**config.mk**
```make
export PLATFORM = sky130hd
export DESIGN_NAME = a2d_scheduler_flat
export DESIGN_NICKNAME = d
export VERILOG_FILES = /design/src/rtl/a2d_if.sv /design/src/rtl/a2d_scheduler.sv /design/src/flat_wrapper.sv
export SDC_FILE = /design/constraint.sdc
export NUM_CORES = 1
export LEC_CHECK = 0
export ABC_AREA = 1
export BUFFER_PORTS_ARGS = -buffer_cell sky130_fd_sc_hd__buf_2
export CAP_MARGIN = 20
export CELL_PAD_IN_SITES_DETAIL_PLACEMENT = 0
export CELL_PAD_IN_SITES_GLOBAL_PLACEMENT = 2
export CORE_MARGIN = 4
export CORE_UTILIZATION = 34
export DETAILED_ROUTE_END_ITERATION = 12
export GPL_ROUTABILITY_DRIVEN = 0
export PLACE_DENSITY = 0.88
export SYNTH_ARGS = -nofsm -noshare
export SYNTH_HDL_FRONTEND = slang
export SYNTH_SLANG_ARGS = --single-unit
```
**constraint.sdc**
```tcl
create_clock -name clk -period 2.35 [get_ports clk]
set_input_delay 0.235 -clock clk [delete_from_list [all_inputs] [get_ports clk]]
set_output_delay 0.235 -clock clk [all_outputs]
set_load 0.02 [all_outputs]
```
**src/rtl/a2d_if.sv**
```systemverilog
// Bundles the SPI-master handshake and the on-demand request channel
// shared between the A2D scheduler and its environment.
interface a2d_if;
    logic        wrt;
    logic [15:0] cmd;
    logic        done;
    logic [15:0] resp;
    logic        req;
    logic [2:0]  req_ch;
    logic        gnt;
    logic [11:0] req_data;
    logic        req_vld;

    modport master (
        output wrt, cmd, gnt, req_data, req_vld,
        input  done, resp, req, req_ch
    );

    modport slave (
        input  wrt, cmd, gnt, req_data, req_vld,
        output done, resp, req, req_ch
    );
endinterface

```
**src/rtl/a2d_scheduler.sv**
```systemverilog
// A2D conversion scheduler: runs a periodic round over channels 0,1,3,4
// on a free-running interval timer and interleaves on-demand conversions
// through a shared SPI master, one two-transaction conversion at a time.
module a2d_scheduler #(
    parameter bit FAST_SIM = 1'b1
) (
    input  logic        clk,
    input  logic        rst_n,
    a2d_if.master       bus,
    output logic [11:0] o_batt,
    output logic [11:0] o_curr,
    output logic [11:0] o_brake,
    output logic [11:0] o_torque,
    output logic        o_rnd_vld
);

    localparam logic [13:0] TMR_LAST = FAST_SIM ? 14'd1023 : 14'd16383;

    typedef enum logic [2:0] {
        S_IDLE  = 3'd0,
        S_CMD   = 3'd1,
        S_WAIT1 = 3'd2,
        S_GAP   = 3'd3,
        S_READ  = 3'd4,
        S_WAIT2 = 3'd5,
        S_STORE = 3'd6
    } state_t;

    state_t      r_state;
    state_t      w_state_nxt;

    logic [13:0] r_timer;
    logic        r_pend;      // a round is waiting to start
    logic        r_in_round;  // a round has started and not yet finished
    logic [1:0]  r_idx;       // next round slot to convert
    logic        r_last_od;   // previous conversion was on-demand
    logic        r_is_od;     // conversion in flight is on-demand

    logic        r_wrt;
    logic [15:0] r_cmd;
    logic        r_gnt;
    logic [11:0] r_req_data;
    logic        r_req_vld;
    logic [11:0] r_batt;
    logic [11:0] r_curr;
    logic [11:0] r_brake;
    logic [11:0] r_torque;
    logic        r_rnd_vld;

    logic        w_wrap;
    logic        w_per_avail;
    logic        w_pick_od;
    logic        w_pick_per;
    logic        w_launch;
    logic        w_round_start;
    logic        w_store;
    logic [2:0]  w_launch_ch;
    logic        w_wrt_nxt;
    logic        w_unused_resp;

    // Round slot to physical channel number.
    function automatic logic [2:0] f_round_ch(input logic [1:0] idx);
        logic [2:0] ch;
        case (idx)
            2'd0:    ch = 3'd0;
            2'd1:    ch = 3'd1;
            2'd2:    ch = 3'd3;
            2'd3:    ch = 3'd4;
            default: ch = 3'd0;
        endcase
        return ch;
    endfunction

    assign w_wrap        = (r_timer == TMR_LAST);
    assign w_per_avail   = r_pend | r_in_round;
    // On-demand wins unless it also won last time while periodic work waits.
    assign w_pick_od     = bus.req & ~(r_last_od & w_per_avail);
    assign w_pick_per    = ~w_pick_od & w_per_avail;
    assign w_launch      = (r_state == S_IDLE) & (w_pick_od | w_pick_per);
    assign w_round_start = w_launch & w_pick_per & ~r_in_round;
    assign w_store       = (r_state == S_WAIT2) & bus.done;
    assign w_launch_ch   = w_pick_od ? bus.req_ch : f_round_ch(r_idx);
    assign w_unused_resp = ^bus.resp[15:12];

    // Next-state decode and next value of the wrt strobe.
    always_comb begin
        w_state_nxt = r_state;
        w_wrt_nxt   = 1'b0;
        case (r_state)
            S_IDLE: begin
                if (w_launch) begin
                    w_state_nxt = S_CMD;
                end else begin
                    w_state_nxt = S_IDLE;
                end
            end
            S_CMD:   w_state_nxt = S_WAIT1;
            S_WAIT1: begin
                if (bus.done) begin
                    w_state_nxt = S_GAP;
                end else begin
                    w_state_nxt = S_WAIT1;
                end
            end
            S_GAP:   w_state_nxt = S_READ;
            S_READ:  w_state_nxt = S_WAIT2;
            S_WAIT2: begin
                if (bus.done) begin
                    w_state_nxt = S_STORE;
                end else begin
                    w_state_nxt = S_WAIT2;
                end
            end
            S_STORE: w_state_nxt = S_IDLE;
            default: w_state_nxt = S_IDLE;
        endcase
        w_wrt_nxt = (w_state_nxt == S_CMD) | (w_state_nxt == S_READ);
    end

    // Conversion state register.
    always_ff @(posedge clk or negedge rst_n) begin
        if (!rst_n) begin
            r_state <= S_IDLE;
        end else begin
            r_state <= w_state_nxt;
        end
    end

    // Interval timer and single-entry pending-round flag.
    always_ff @(posedge clk or negedge rst_n) begin
        if (!rst_n) begin
            r_timer <= 14'd0;
            r_pend  <= 1'b0;
        end else begin
            r_timer <= w_wrap ? 14'd0 : (r_timer + 14'd1);
            if (w_wrap) begin
                r_pend <= 1'b1;
            end else if (w_round_start) begin
                r_pend <= 1'b0;
            end
        end
    end

    // Round progress and arbitration history.
    always_ff @(posedge clk or negedge rst_n) begin
        if (!rst_n) begin
            r_in_round <= 1'b0;
            r_idx      <= 2'd0;
            r_last_od  <= 1'b0;
            r_is_od    <= 1'b0;
        end else if (w_launch) begin
            r_is_od   <= w_pick_od;
            r_last_od <= w_pick_od;
            if (w_round_start) begin
                r_in_round <= 1'b1;
            end
        end else if (w_store && !r_is_od) begin
            if (r_idx == 2'd3) begin
                r_idx      <= 2'd0;
                r_in_round <= 1'b0;
            end else begin
                r_idx <= r_idx + 2'd1;
            end
        end
    end

    // SPI command, write strobe and grant outputs.
    always_ff @(posedge clk or negedge rst_n) begin
        if (!rst_n) begin
            r_wrt <= 1'b0;
            r_cmd <= 16'h0000;
            r_gnt <= 1'b0;
        end else begin
            r_wrt <= w_wrt_nxt;
            r_gnt <= w_launch & w_pick_od;
            if (w_launch) begin
                r_cmd <= {2'b00, w_launch_ch, 11'h000};
            end
        end
    end

    // Result capture on the second done; visible during STORE.
    always_ff @(posedge clk or negedge rst_n) begin
        if (!rst_n) begin
            r_batt     <= 12'h000;
            r_curr     <= 12'h000;
            r_brake    <= 12'h000;
            r_torque   <= 12'h000;
            r_rnd_vld  <= 1'b0;
            r_req_data <= 12'h000;
            r_req_vld  <= 1'b0;
        end else begin
            r_rnd_vld <= 1'b0;
            r_req_vld <= 1'b0;
            if (w_store) begin
                if (r_is_od) begin
                    r_req_data <= bus.resp[11:0];
                    r_req_vld  <= 1'b1;
                end else begin
                    case (r_idx)
                        2'd0: r_batt  <= bus.resp[11:0];
                        2'd1: r_curr  <= bus.resp[11:0];
                        2'd2: r_brake <= bus.resp[11:0];
                        2'd3: begin
                            r_torque  <= bus.resp[11:0];
                            r_rnd_vld <= 1'b1;
                        end
                        default: r_batt <= r_batt;
                    endcase
                end
            end
        end
    end

    assign bus.wrt      = r_wrt;
    assign bus.cmd      = r_cmd;
    assign bus.gnt      = r_gnt;
    assign bus.req_data = r_req_data;
    assign bus.req_vld  = r_req_vld;
    assign o_batt       = r_batt;
    assign o_curr       = r_curr;
    assign o_brake      = r_brake;
    assign o_torque     = r_torque;
    assign o_rnd_vld    = r_rnd_vld;

endmodule

```
**src/flat_wrapper.sv**
```systemverilog
// flat-port wrapper written by rule: the top's interface ports become plain ports
module a2d_scheduler_flat 
#(
    parameter bit FAST_SIM = 1'b1
)
  (clk, rst_n, o_batt, o_curr, o_brake, o_torque, o_rnd_vld, bus_wrt, bus_cmd, bus_gnt, bus_req_data, bus_req_vld, bus_done, bus_resp, bus_req, bus_req_ch);
  a2d_if bus_i ();
  input  logic clk;
  input  logic rst_n;
  output logic [11:0] o_batt;
  output logic [11:0] o_curr;
  output logic [11:0] o_brake;
  output logic [11:0] o_torque;
  output logic o_rnd_vld;
  output wire logic [$bits(bus_i.wrt)-1:0] bus_wrt;
  output wire logic [$bits(bus_i.cmd)-1:0] bus_cmd;
  output wire logic [$bits(bus_i.gnt)-1:0] bus_gnt;
  output wire logic [$bits(bus_i.req_data)-1:0] bus_req_data;
  output wire logic [$bits(bus_i.req_vld)-1:0] bus_req_vld;
  input wire logic [$bits(bus_i.done)-1:0] bus_done;
  input wire logic [$bits(bus_i.resp)-1:0] bus_resp;
  input wire logic [$bits(bus_i.req)-1:0] bus_req;
  input wire logic [$bits(bus_i.req_ch)-1:0] bus_req_ch;
  assign bus_wrt = bus_i.wrt;
  assign bus_cmd = bus_i.cmd;
  assign bus_gnt = bus_i.gnt;
  assign bus_req_data = bus_i.req_data;
  assign bus_req_vld = bus_i.req_vld;
  assign bus_i.done = bus_done;
  assign bus_i.resp = bus_resp;
  assign bus_i.req = bus_req;
  assign bus_i.req_ch = bus_req_ch;
  a2d_scheduler #(.FAST_SIM(FAST_SIM)) u_core (.clk(clk), .rst_n(rst_n), .bus(bus_i), .o_batt(o_batt), .o_curr(o_curr), .o_brake(o_brake), .o_torque(o_torque), .o_rnd_vld(o_rnd_vld));
endmodule
```
==> flow_summary_export.csv <==
group,metric,value,unit
floorplanning,die_height,113,um
timing,finalCritPeriodShare,72.7,%
yosys,yosys_register_bits,89,
yosys,synth_top_area_share,59.2,%
floorplanning,ios,103,
route,route.detailed.drc,0,
yosys,yosysMostFrequentCell,"nand2_1",
setup_path,cp-end-kind,"register",
timing,skew,0.0162,ns
global_routing,grt_overflow,0,
floorplanning,die_w,113,um
yosys,synthTopCellsByCount,"nand2_1, dfrtp_1, o21ai_1, inv_1, nor2_1",
timing,fmaxAchievable,0.585,GHz
placed_design,dpl-instance-area,4260,um2
floorplanning,dieArea,12800,um2
timing,fin_tns_setup,0,ns
timing,setup_viol,0,
setup_path,crit_path_max_fanout,24,
clock_network,cts_setup_buffers,0,
route,dr.pass1.iters,4,
setup_path,crit_arrival,1.96,ns
timing,tightest_slew,0.601,ns
route,viasPerCell,4.43,
yosys,synth_top_flop_cell,"dfrtp_1",
job,maxCapViolCount,0,
global_routing,grt_pass1_vias,2771,
route,drt_wl_total,8.28,mm
clock_network,clk_pin_slew,0.10,ns
worst_hold_path,min_path_type,"input pin to register",
pwr,power.density,1180,nW/um2
global_routing,grt_start_max_net_pins,48,
yosys,seq_area_frac_synth,59.2,%
pwr,ir_worst_vdd,0.427,mV
timing,post-route-min-period,1.71,ns
floorplanning,rows,38,
floorplanning,coreArea,10800,um2
layout,syn2layout_area_growth,18.0,%
yosys,ys_types,24,
route,drt_iter0_drc,125,
global_routing,antenna_found_initial,0,
yosys,netlist_area,3760,um2
layout,finalInstanceArea,4440,um2
timing,hold_viol_final,0,
yosys,synthCells,388,
yosys,synth_area_leaders,"dfrtp_1, nand2_1, o21ai_1",
clock_network,clock_sink_count,89,
clock_network,cts_tree,"yes",
route,vias,2762,
pwr,p_leak,0.00246,uW
timing,holdWs,0.191,ns
timing,finalMaxSlewViolations,0,
route,avgRoutedWirePerCell,13.3,um
placed_design,io_buffers,85,
clock_network,root_buffer,"clkbuf_8",
floorplanning,start_util,34.7,%
route,ant_nets,0,
yosys,synth_edf_count,0,
layout,drive_above_1_share,26.4,%
run_status,status,"completed",
clock_network,htree_num_levels,3,
placed_design,dp_hpwl,6.14,mm
clock_network,clk_path_buf_depth,2,
clock_network,cts_buffers,9,
setup_path,start_kind,"register",
layout,antennaDiodeCount,0,
timing,relSlewSlack,59.9,%
layout,final_nets,507,
setup_path,cp.required,2.60,ns
yosys,syn_avg_cell_area,9.70,um2
global_routing,grt_pass1_wl,13.8,mm
global_routing,grt_usage,13.7,%
setup_path,path_class,"register to register",
yosys,yosys.area.top_type,"dfrtp_1",
clock_network,insertion_delay,0.36,ns
timing,rsz0062_at_grt,"no",
yosys,async_flop_share,100,%
yosys,ys_warn_count,0,
-- area by class of cell --
| class | instances | area (um2) |
|---|---|---|
| sequential | 89 | 2230 |
| clock buffer | 10 | 128 |
| fill | 1113 | 6400 |
| tap | 140 | 175 |
| multi-input combinational | 252 | 1250 |
| inverter | 36 | 135 |
| timing repair buffer | 91 | 475 |
| clock inverter | 6 | 51.3 |
-- worst paths after layout --
check	cells past startpoint	slack, ns	from	endpoint
worst max-delay path	5	0.64	u_core.r_state[0]	u_core.o_brake[9]
worst min-delay path	5	0.19	bus_req_ch[2]	u_core.bus.cmd[13]
worst max register to register	5	0.64	u_core.r_state[0]	u_core.o_brake[9]
worst min register to register	2	0.48	u_core.bus.cmd[13]	u_core.bus.cmd[13]
max in group asynchronous	3	1.28	rst_n	u_core.o_batt[0]
min in group asynchronous	2	0.42	rst_n	u_core.r_timer[13]
-- worst max-delay path: stages (launching register included) --
cell and delay [ns]:
dfrtp_1 0.44, nand2_2 0.12, nor3_4 0.48, nand2_4 0.32, nand2_1 0.16, o21ai_2 0.06
-- report_power, final --
part	internal, uW	switching (uW)	total (uW)
Combinational	649	1270	1910
Sequential	2030	297	2320
Clock	400	585	985
-- stage by stage --
stage          worst slack (ns)  total power [uW]  utilization (%)  std cells
2_1_floorplan             0.859              3610                -        400
3_3_place_gp              0.690              4260             39.3        607
3_5_place_dp              0.664              4310             39.3        607
4_1_cts                   0.626              5310             41.0        624
5_1_grt                   0.467              5590             41.0        624
6_report                  0.641              5220             41.0        624
-- logic make-up after synthesis --
| group | after synthesis | synth area share (%) |
|---|---|---|
| AO/OA/AOI/OAI | 70 | 10.9 |
| XOR/XNOR | 8 | 1.86 |
| adder cells (fa/ha/maj) | 5 | 1.66 |
| buffers and inverters | 59 | 8.77 |
| flip-flops | 89 | 59.2 |
| other | 1 | 0.0996 |
| AND/OR/NAND/NOR | 156 | 17.6 |
-- layer usage --
metal  share of wire, %  track usage [%]
met1                 44             16.9
met2                 51             23.3
met3                4.0             4.06
met4                1.1             3.85
met5                  0                0
-- timing repair --
action	CTS	global route
gates resized for setup	0	0
hold buffers	1	0
hold endpoints to repair	44	0
-- placed cells by master, fill, tap and decap left out, drive strengths merged, types with 2 or more instances in the layout --
master / instances
nor2: 24
inv: 39
dfrtp: 89
ha: 5
nand2: 112
clkbuf: 10
xor2: 6
nand4: 3
clkinvlp: 3
nor3: 4
buf: 90
o21ai: 66
nand3: 12
a21oi: 3
conb: 13
xnor2: 2
-- state kept, by name, summed over array words and instances (netlist names), 2 cells and up --
register             cells
u_core.bus.cmd           3
u_core.bus.req_data     12
u_core.o_batt           12
u_core.o_brake          12
u_core.o_curr           12
u_core.o_torque         12
u_core.r_idx             2
u_core.r_state           3
u_core.r_timer          14
No activity file was read; power rests on OpenSTA's default activity.
